**config.mk**
```make
export PLATFORM = sky130hd
export DESIGN_NAME = csa_resolver
export DESIGN_NICKNAME = d
export VERILOG_FILES = /design/src/rtl/spm_pkg.sv /design/src/rtl/csa_resolver_chunk_adder.sv /design/src/rtl/csa_resolver.sv
export SDC_FILE = /design/constraint.sdc
export NUM_CORES = 1
export LEC_CHECK = 0
export CELL_PAD_IN_SITES_DETAIL_PLACEMENT = 0
export CELL_PAD_IN_SITES_GLOBAL_PLACEMENT = 1
export CORE_UTILIZATION = 45
export DETAILED_ROUTE_END_ITERATION = 10
export DONT_BUFFER_PORTS = 1
export GPL_TIMING_DRIVEN = 1
export PLACE_DENSITY = 0.72
export SLEW_MARGIN = 10
export SYNTH_ARGS = -nofsm -noshare
export SYNTH_HDL_FRONTEND = slang
export SYNTH_SLANG_ARGS = --single-unit
```
**constraint.sdc**
```tcl
create_clock -name clk -period 2.97 [get_ports clk]
set_clock_uncertainty 0.05 [all_clocks]
set_input_delay 0.891 -clock clk [delete_from_list [all_inputs] [get_ports clk]]
set_output_delay 0.891 -clock clk [all_outputs]
set_load 0.02 [all_outputs]
```
**src/rtl/spm_pkg.sv**
```systemverilog
// Shared definitions for the signed serial-parallel multiplier datapath:
// default width, resolver state encoding and chunk geometry helpers.
package spm_pkg;

  localparam int SPM_WIDTH = 16;

  typedef enum logic [1:0] {
    IDLE = 2'd0,
    BUSY = 2'd1,
    DONE = 2'd2
  } state_t;

  // Extended width: room for sum + 2*carry (two extra bits), rounded up to whole chunks.
  function automatic int calc_ew(input int width, input int chunk);
    return ((width + 2 + chunk - 1) / chunk) * chunk;
  endfunction

  function automatic int calc_nchunk(input int width, input int chunk);
    return calc_ew(width, chunk) / chunk;
  endfunction

endpackage

```
**src/rtl/csa_resolver_chunk_adder.sv**
```systemverilog
// CHUNK-bit ripple adder slice with carry-in and carry-out.
module chunk_adder #(
  parameter int CHUNK = 4
) (
  input  logic [CHUNK-1:0] a,
  input  logic [CHUNK-1:0] b,
  input  logic             cin,
  output logic [CHUNK-1:0] s,
  output logic             cout
);

  assign {cout, s} = {1'b0, a} + {1'b0, b} + {{CHUNK{1'b0}}, cin};

endmodule

```
**src/rtl/csa_resolver.sv**
```systemverilog
// Resolves a redundant (sum, carry) pair into sum + 2*carry, CHUNK bits per
// cycle with a registered carry between chunks; valid/ready on both sides.
module csa_resolver
  import spm_pkg::*;
#(
  parameter int WIDTH       = SPM_WIDTH,
  parameter int CHUNK       = 4,
  parameter int SIGNED_MODE = 1
) (
  input  logic             clk,
  input  logic             rst_n,
  input  logic             in_valid,
  output logic             in_ready,
  input  logic [WIDTH-1:0] sum_in,
  input  logic [WIDTH-1:0] carry_in,
  output logic             out_valid,
  input  logic             out_ready,
  output logic [WIDTH+1:0] result,
  output logic             busy
);

  localparam int EW     = calc_ew(WIDTH, CHUNK);
  localparam int NCHUNK = calc_nchunk(WIDTH, CHUNK);
  localparam int IDXW   = (NCHUNK > 1) ? $clog2(NCHUNK + 1) : 1;
  localparam int RW     = WIDTH + 2;

  state_t          state_q, state_d;
  logic [EW-1:0]   a_q, b_q, acc_q;
  logic            c_q;
  logic [IDXW-1:0] idx_q;
  logic [CHUNK-1:0] a_sl, b_sl, s_sl;
  logic            c_nx;
  logic            accept, last;

  function automatic logic [EW-1:0] ext(input logic [WIDTH-1:0] v);
    logic signed [WIDTH-1:0] sv;
    sv = $signed(v);
    if (SIGNED_MODE != 0) return EW'(sv);
    return {{(EW-WIDTH){1'b0}}, v};
  endfunction

  assign accept = in_valid && in_ready;
  assign last   = (idx_q == IDXW'(NCHUNK - 1));
  assign a_sl   = a_q[idx_q*CHUNK +: CHUNK];
  assign b_sl   = b_q[idx_q*CHUNK +: CHUNK];

  chunk_adder #(.CHUNK(CHUNK)) u_add (
    .a    (a_sl),
    .b    (b_sl),
    .cin  (c_q),
    .s    (s_sl),
    .cout (c_nx)
  );

  always_comb begin
    state_d   = state_q;
    in_ready  = 1'b0;
    busy      = 1'b0;
    out_valid = 1'b0;
    case (state_q)
      IDLE: begin
        in_ready = 1'b1;
        if (in_valid) state_d = BUSY;
      end
      BUSY: begin
        busy = 1'b1;
        if (last) state_d = DONE;
      end
      DONE: begin
        out_valid = 1'b1;
        if (out_ready) state_d = IDLE;
      end
      default: state_d = IDLE;
    endcase
  end

  always_ff @(posedge clk or negedge rst_n) begin
    if (!rst_n) state_q <= IDLE;
    else        state_q <= state_d;
  end

  // Operand capture on accept, then one chunk per BUSY cycle into the result register
  always_ff @(posedge clk or negedge rst_n) begin
    if (!rst_n) begin
      a_q   <= '0;
      b_q   <= '0;
      acc_q <= '0;
      c_q   <= 1'b0;
      idx_q <= '0;
    end else if (accept) begin
      a_q   <= ext(sum_in);
      b_q   <= ext(carry_in) << 1;
      c_q   <= 1'b0;
      idx_q <= '0;
    end else if (state_q == BUSY) begin
      acc_q[idx_q*CHUNK +: CHUNK] <= s_sl;
      c_q   <= c_nx;
      idx_q <= idx_q + 1'b1;
    end
  end

  assign result = acc_q[RW-1:0];

  // Padding bits above WIDTH+2 only exist to round up to whole chunks
  generate
    if (EW > RW) begin : g_pad
      logic unused_pad;
      assign unused_pad = ^acc_q[EW-1:RW];
    end
  endgenerate

endmodule
```
After elaboration in Yosys (flattened, before gate mapping)
Index checks and enable logic that the tools add are counted.
{"block": "word_totals", "ff_bits": 65, "latchBits": 0, "ramBits": 0, "rom_bits": 0, "input_bits": 36, "out_inout_bits": 21, "wordCells": 41, "memories": 0}
{"block": "op_classes", "addsub": 4, "multipliers": 0, "n_div": 0, "order_cmp": 0, "eq_ne": 6, "shift": 4, "mux": 15, "bitwise_logic": 1, "n_reduce_logical": 5}
{"cell": "20-bit by 6-bit indexed part select with 4-bit output", "count": 2}
{"cell": "5-bit negator with 34-bit output", "count": 1}
{"cell": "4-bit by 34-bit variable shift with 20-bit output (first input constant)", "count": 1}
{"cell": "4-bit by 34-bit indexed part select with 20-bit output", "count": 1}
{"cell": "20-bit bitwise mux", "count": 1}
{"cell": "20-bit two-way mux", "count": 1}
{"cell": "19-bit two-way mux", "count": 1}
{"cell": "1-bit two-way mux", "count": 6}
{"cell": "2-bit two-way mux", "count": 3}
{"cell": "3-bit two-way mux", "count": 2}
{"cell": "2-bit inequality test (second input constant)", "count": 3}
{"cell": "2-bit one-hot mux with 3 select lines", "count": 1}
{"cell": "4-bit by 4-bit adder with 5-bit output", "count": 1}
{"cell": "5-bit by 1-bit adder with 5-bit output", "count": 1}
{"cell": "3-bit by 1-bit adder with 3-bit output (second input constant)", "count": 1}
{"cell": "3-bit equality test (second input constant)", "count": 1}
{"cell": "3-bit AND reduction", "count": 1}
{"cell": "2-bit by 1-bit equality test with 1-bit output (second input constant)", "count": 1}
{"cell": "2-bit equality test (second input constant)", "count": 1}
{"cell": "2-bit logical NOT", "count": 1}
{"cell": "2-bit AND reduction", "count": 1}
{"cell": "2-bit nonzero test", "count": 1}
{"cell": "1-bit logical AND", "count": 1}
{"cell": "1-bit inverter", "count": 1}

Longest topological paths before layout
Gate-level depths: netlist of run 1.
{"block": "logic_depth", "depth_word": 5, "depth_mapped": 10, "ltp_nobuf": 8}

Hierarchy
From an unflattened synthesis of run 1, not the netlist that was laid out.
{"block": "unflattened", "hier_cells": 233, "hier_area_um2": 2859.0}
{"mod": "csa_resolver", "instances": 1, "cells_per_inst": 217, "area_each_um2": 2715.1, "seq_area_each_um2": 1401.3}
{"mod": "chunk_adder", "instances": 1, "cells_per_inst": 16, "area_each_um2": 143.9, "seq_area_each_um2": 0.0}

Worst setup path after synthesis of run 1
OpenSTA, ideal clock, no wires.
{"block": "synth_timing", "path_type": "register to register", "startpoint": "register idx_q[0]", "endpoint": "register acc_q[10]", "setup_time_ns": 0.125, "arrival_ns": 2.772, "slack_ns": 0.023, "stages_incl_launch_ff": 11, "synth_period_minus_slack_ns": 2.947, "cell_sequence": "dfrtp_1 buf_2 buf_2 mux4_2 nand2_1 nand2_1 fa_1 fa_1 xor2_1 nor2b_1 mux2_4"}
{"block": "synth_between", "elab_chain_cells": 5}
{"element": "start, declared", "line": "csa_resolver.sv:30", "rtl": "logic [IDXW-1:0] idx_q;"}
{"element": "start signal, assigned", "line": "csa_resolver.sv:98", "rtl": "idx_q <= idx_q + 1'b1;"}
{"element": "20-bit by 6-bit indexed part select with 4-bit output, on equally long branches", "line": "csa_resolver.sv:44, csa_resolver.sv:45"}
{"element": "4-bit by 4-bit adder with 5-bit output", "line": "csa_resolver_chunk_adder.sv:12", "rtl": "assign {cout, s} = {1'b0, a} + {1'b0, b} + {{CHUNK{1'b0}}, cin};"}
{"element": "5-bit by 1-bit adder with 5-bit output", "line": "csa_resolver_chunk_adder.sv:12"}
{"element": "4-bit by 34-bit indexed part select with 20-bit output", "line": "csa_resolver.sv:96", "rtl": "acc_q[idx_q*CHUNK +: CHUNK] <= s_sl;"}
{"element": "20-bit bitwise mux *", "line": "csa_resolver.sv:96"}
{"element": "end signal, assigned by index", "line": "csa_resolver.sv:96"}
{"element": "end, declared", "line": "csa_resolver.sv:28", "rtl": "logic [EW-1:0] a_q, b_q, acc_q;"}
Mark *: on every way between the ends. The rest lies on a longest branch, timed or not.
A chain may end at the register's enable or synchronous reset.

Worst setup path after layout of run 1
Same ends and word-level chain as after synthesis.

==> flow_summary.toml, run 1 <==
[global_routing]
grt-ovfl-total = 0
grt_pass1_wl_mm = 8.18
grtUsageTotal = 0.170
met2_usage = 0.283
grt_max_degree = 57
use_met3 = 0.0391
antenna_found_initial = 0
grtUsageMet1 = 0.229
grt_pass1_vias = 1675
grt_busiest_layer = "met2"

[logic_synthesis]
syn_inst = 198
synthesis.nets = 243
synthArstFlopShare = 1.00
synth_edf_count = 0
synth-seq-cells = 56
ys_seq_area_frac = 0.525
synth_flop_cell = "dfrtp_1"
syn_area_per_cell_um2 = 13.5
synth_cell_type_count = 38
synth_area_um2 = 2670
ys.warnings.count = 0

[place]
dp_hpwl_mm = 3.73
placed_area_um2 = 2760
buffer_ports.inserted = 0
dp_slack_ns = 0.189
gp_congestion = 0.883

[cells_and_area]
antenna_cells = 0
areaGrowthSynthToFinish_pct = 7.40
nNetsFinal = 246
finalInstanceArea_um2 = 2870
num-fill-cells = 514
drive_gt1_frac = 0.337

[routing]
first_pass_iters = 4
drt-total-wl_mm = 5.01
drt_iter0_markers = 56
post_drt_wl_per_cell_um = 18.3
ant_nets = 0
vias = 1559
viasPerCell = 5.69
drc = 0

[cts]
root_buffer = "clkbuf_8"
path_clk_slew_ns = 0.09
cts_setup_buffers = 0
clock-sinks = 56
ctsHoldBuffers = 0
h-tree-depth = 2
cts.repair.resized = 0
cts_made_buffers = 5
cts_tree = "built"
clockBufferDepth = 2
insertion_delay_ns = 0.30

[floorplanning]
initial_core_util = 0.476
io_pins = 57
die_h_um = 79.0
die_x_um = 79.0
die_area_um2 = 6250
core_um2 = 5610
rows = 27

[critical_path]
critPathLaunchType = "flop"
cp-end-kind = "flop"
cp_data_required_time_ns = 3.12
cp_max_fo = 4
cp.arrival_ns = 2.90
critical_path_class = "reg2reg"

[timing]
fmax_mhz = 363
worst_pin_slew_ns = 0.483
final.setup.worst_slack_ns = 0.217
rsz0062_at_grt = "false"
fin_setup_tns_ns = 0
setup_viol = 0
fin_crit_ns = 2.75
post-route-period-util = 0.927
finalHoldViolations = 0
drv_slew = 0
slew-limit-headroom = 0.675

[power]
ir_worst_vdd_v = 0.000621
p_per_area_nw_per_um2 = 1380
leakage_nw = 1.27

[run]
maxCapViolCount = 0

[run_status]
outcome = "completed"

[worst_hold_path]
hp-class = "in2async"
==> area by class of cell <==
class	count	area, um2	share of cell area
repair buffers	5	37.5	0.0131
clock buffers	6	72.6	0.0253
clock inverters	2	35.0	0.0122
multi-input cells	127	1210	0.422
inverters	6	22.5	0.00785
flip-flops and latches	56	1400	0.488
well taps	72	90.1	0.0314
==> worst paths after layout <==
check                                        end  depth (start not counted)  slack [ns]            startpoint
min                         acc_q[5]$_DFFE_PN0P_                          0        0.22                 rst_n
max in group asynchronous     b_q[6]$_DFFE_PN0P_                          0        2.57                 rst_n
max                        acc_q[10]$_DFFE_PN0P_                          8        0.22  idx_q[0]$_DFFE_PN0P_
max reg2reg                acc_q[10]$_DFFE_PN0P_                          8        0.22  idx_q[0]$_DFFE_PN0P_
min reg2reg                   b_q[1]$_DFFE_PN0P_                          1        0.46    b_q[1]$_DFFE_PN0P_
min in group clk              b_q[1]$_DFFE_PN0P_                          1        0.46    b_q[1]$_DFFE_PN0P_
==> critical path, stage by stage (launching register included) <==
cell and delay [ns]:
dfrtp_1 0.45, mux4_2 0.52, nand2_1 0.08, nand2_1 0.08, fa_1 0.43, fa_1 0.43
xor2_1 0.20, nor2b_1 0.15, mux2_4 0.26
==> cell usage in the layout (no fill, tap or decap), types with 2 or more instances in the layout <==
cell      count
ha_1          7
o31ai_1       4
inv_1         5
nand3_1       3
mux2_4        3
and3b_1       2
o21ai_0       4
nor2_1        7
o41ai_1       2
mux4_2        7
or3_1         2
fa_1          2
clkbuf_8      5
nor2b_1       4
mux2_2       43
o22ai_1       2
buf_4         5
nand2_1      17
dfrtp_1      56
==> layer usage <==
layer	vias up	wire length [um]
met4	0	41
met2	40	2530
met5	-	0
met3	4	198
li1	716	-
met1	799	2240
==> cells in the mapped netlist, drive strengths merged (3+ instances only) <==
library cell  count  share of area
mux2             46           0.20
mux4              7          0.059
buf               7          0.013
ha                7          0.033
o31ai             4          0.011
nor2              7         0.0098
inv               5         0.0070
dfrtp            56           0.52
nor2b             4         0.0094
o21ai             4         0.0075
nand3             3         0.0056
nand2            17          0.024
==> power by group <==
part / internal (W) / total [W] / switching (W) / leakage, nW
clock network: 0.000251 / 0.000485 / 0.000234 / 0.0552
logic: 0.000977 / 0.00194 / 0.000967 / 0.532
registers: 0.00114 / 0.00154 / 0.000407 / 0.679
total: 0.00236 / 0.00397 / 0.00161 / 1.27
==> state kept, by name (all words and copies together) (netlist names) <==
register / count
c_q: 1
acc_q: 18
b_q: 16
state_q: 2
a_q: 16
idx_q: 3
==> through the flow <==
stage | total power (W) | util | hold WS (ns) | std cells
CTS | 0.00402 | 0.512 | 0.209 | 274
global placement | 0.00345 | 0.492 | 0.436 | 266
floorplan | 0.00303 | - | 0.423 | 198
global route | 0.00428 | 0.512 | 0.203 | 274
finish | 0.00397 | 0.512 | 0.220 | 274
detailed placement | 0.00353 | 0.492 | 0.444 | 266
==> kinds of logic after synthesis <==
family | synth area share
XOR/XNOR | 0.00656
AND/OR/NAND/NOR | 0.0820
flip-flops | 0.525
multiplexers | 0.261
buffers and inverters | 0.0244
AO/OA/AOI/OAI | 0.0539
adder cells (fa/ha/maj) | 0.0478
Power figures use the tool's default switching activity.
==> run 2: changes to the inputs <==
- CORE_MARGIN: not set -> 3
- CTS_CLUSTER_DIAMETER: not set -> 40
==> run 2 against run 1 <==
Against the previous run: worst setup slack improved by 0.0099 ns; cell count increased by 0.73%; global-route usage decreased by 0.55 points; power decreased by 0.95%; critical path depth increased by 1; combinational power increased by 2%; hold slack got worse by 0.0074 ns; clock power decreased by 13%; sequential share of layout area unchanged; utilization decreased by 0.31 points; register-to-register slack about the same; fmax increased by 0.36%; largest power group unchanged.
==> flow_summary.toml, run 2 (synthesized netlist as in run 1, its figures left out) <==
[run_status]
outcome = "completed"

[power]
leakage_nw = 1.27
p_int_w = 0.00231
combPwrFrac = 0.504
clkPwrFrac = 0.108
p_per_area_nw_per_um2 = 1370
switching_share = 0.412
ir_worst_vdd_v = 0.000504
p_switching_w = 0.00162
seqPwrFrac = 0.388

[cells_and_area]
reg.largest.list = "acc_q: 18 flops, a_q: 16 flops, b_q: 16 flops"
drive_gt1_frac = 0.348
largest-register = "acc_q"
stdcell_count = 276
final_cell_mix = "56 x dfrtp_1, 43 x mux2_2, 17 x nand2_1"
multiInputGateArea_um2 = 1210
largest_register_ffs = 18
areaGrowthSynthToFinish_pct = 7.40
antenna_cells = 0
utilization = 0.509
nNetsFinal = 248
final_common_cell = "dfrtp_1"
seqCellArea_um2 = 1400
num-fill-cells = 487

[cts]
root_buffer = "clkbuf_8"
cts_setup_buffers = 0
cts_tree = "built"
insertion_delay_ns = 0.31
cts_made_buffers = 5
path_clk_slew_ns = 0.10
clockBufferDepth = 2
clock-sinks = 56
ctsHoldBuffers = 0
h-tree-depth = 2
cts.repair.resized = 0

[timing]
finalHoldViolations = 0
fmax_mhz = 365
drv_slew = 0
rsz0062_at_grt = "false"
slew-limit-headroom = 0.655
fin_crit_ns = 2.74
fin_setup_tns_ns = 0
post-route-period-util = 0.924
worst_pin_slew_ns = 0.510
setup_viol = 0

[place]
gp_congestion = 0.758
dp_cells = 268
buffer_ports.inserted = 0
dp_hpwl_mm = 3.98

[routing]
viasPerCell = 5.66
post_drt_wl_per_cell_um = 19.0
drc = 0
drt_iter0_markers = 67
ant_nets = 0
drt-total-wl_mm = 5.26
vias = 1561
first_pass_iters = 4

[floorplanning]
die_x_um = 83.0
core_um2 = 5640
rows = 27
io_pins = 57
die_h_um = 83.0
die_area_um2 = 6900
initial_core_util = 0.473

[critical_path]
cpLargestDelayFamily = "adder cells"
r2r_cells = 9
cp_max_fo = 12
timing.critical_path.mode_cell = "fa_1"
cp_num_cells = 9
critical_path_class = "reg2reg"
critPathBufInv = 1
cp.arrival_ns = 2.89
cp-end-kind = "flop"
critPathLaunchType = "flop"
slowest_stage = "fa_1"
cp_data_required_time_ns = 3.12
cp_cell_sequence = "buf_4 > and3b_1 > o21ai_0 > o31ai_1 > fa_1 > fa_1 > xor2_1 > nor2b_1 > mux2_4"
critPathMaxStageDelay_ns = 0.43

[run]
maxCapViolCount = 0

[global_routing]
grt_pass1_wl_mm = 9.11
grt-ovfl-total = 0
antenna_found_initial = 0
grtUsageTotal = 0.165
grt_max_degree = 57
grt_pass1_vias = 1758

[worst_hold_path]
hp-class = "in2async"
## run 2: cell types whose count changed in the layout (fill, tap and decap cells not counted)
| cell | previous run | this run |
|---|---|---|
| bufinv_16 | 1 | 0 |
| clkinv_2 | 1 | 2 |
| buf_4 | 5 | 7 |
| clkbuf_8 | 5 | 6 |
| clkbuf_1 | 1 | 0 |
## run 2: worst paths after layout
path	start	slack (ns)	end
worst min-delay path	rst_n	0.21	acc_q[7]$_DFFE_PN0P_
worst min register to register	b_q[14]$_DFFE_PN0P_	0.46	b_q[14]$_DFFE_PN0P_
worst max-delay path	idx_q[0]$_DFFE_PN0P_	0.23	acc_q[10]$_DFFE_PN0P_
worst max register to register	idx_q[0]$_DFFE_PN0P_	0.23	acc_q[10]$_DFFE_PN0P_
max in group asynchronous	rst_n	2.56	b_q[2]$_DFFE_PN0P_
min in group clk	b_q[14]$_DFFE_PN0P_	0.46	b_q[14]$_DFFE_PN0P_
## run 2: worst register-to-register path, delay by kind of cell, from the launching register on
kind	cells	cell delay, ns
and+or+nand+nor	2	0.34
buffers and inverters	1	0.22
muxes	1	0.26
AOI/OAI and AO/OA	2	0.29
xor gates and xnor gates	1	0.21
DFF	1	0.41
adders and majority gates	2	0.86
## run 2: power by group through the flow
| stage | logic [W] | clock network (W) | registers, W |
|---|---|---|---|
| floorplan | 0.00159 | 0 | 0.00143 |
| global placement | 0.00197 | 0 | 0.00154 |
| detailed placement | 0.00200 | 0 | 0.00155 |
| CTS | 0.00202 | 0.000436 | 0.00154 |
| global route | 0.00223 | 0.000485 | 0.00158 |
| finish | 0.00198 | 0.000424 | 0.00153 |
## run 2: metal layers
| metal | wire [um] | track usage | up-vias |
|---|---|---|---|
| met4 | 32 | 0.0446 | 0 |
| met2 | 2730 | 0.277 | 46 |
| met3 | 248 | 0.0486 | 4 |
| li1 | - | - | 719 |
| met5 | 0 | 0 | - |
| met1 | 2250 | 0.207 | 792 |
## run 2: per-stage QoR
stage          hold slack [ns]  cell area [um2]  worst slack, ns  power (W)
2_1_floorplan            0.423             2670           0.0225    0.00303
3_3_place_gp             0.435             2780            0.337    0.00351
3_5_place_dp             0.441             2780            0.280    0.00356
4_1_cts                  0.207             2870            0.240    0.00399
5_1_grt                  0.186             2870           0.0204    0.00429
6_report                 0.212             2870            0.227    0.00393
## run 2: final cells by class
| class | instances | area share |
|---|---|---|
| tap | 72 | 0.0314 |
| sequential | 56 | 0.488 |
| clock buffer | 6 | 0.0288 |
| clock inverter | 2 | 0.00349 |
| multi-input combinational | 127 | 0.422 |
| timing repair buffer | 7 | 0.0183 |
| inverter | 6 | 0.00785 |
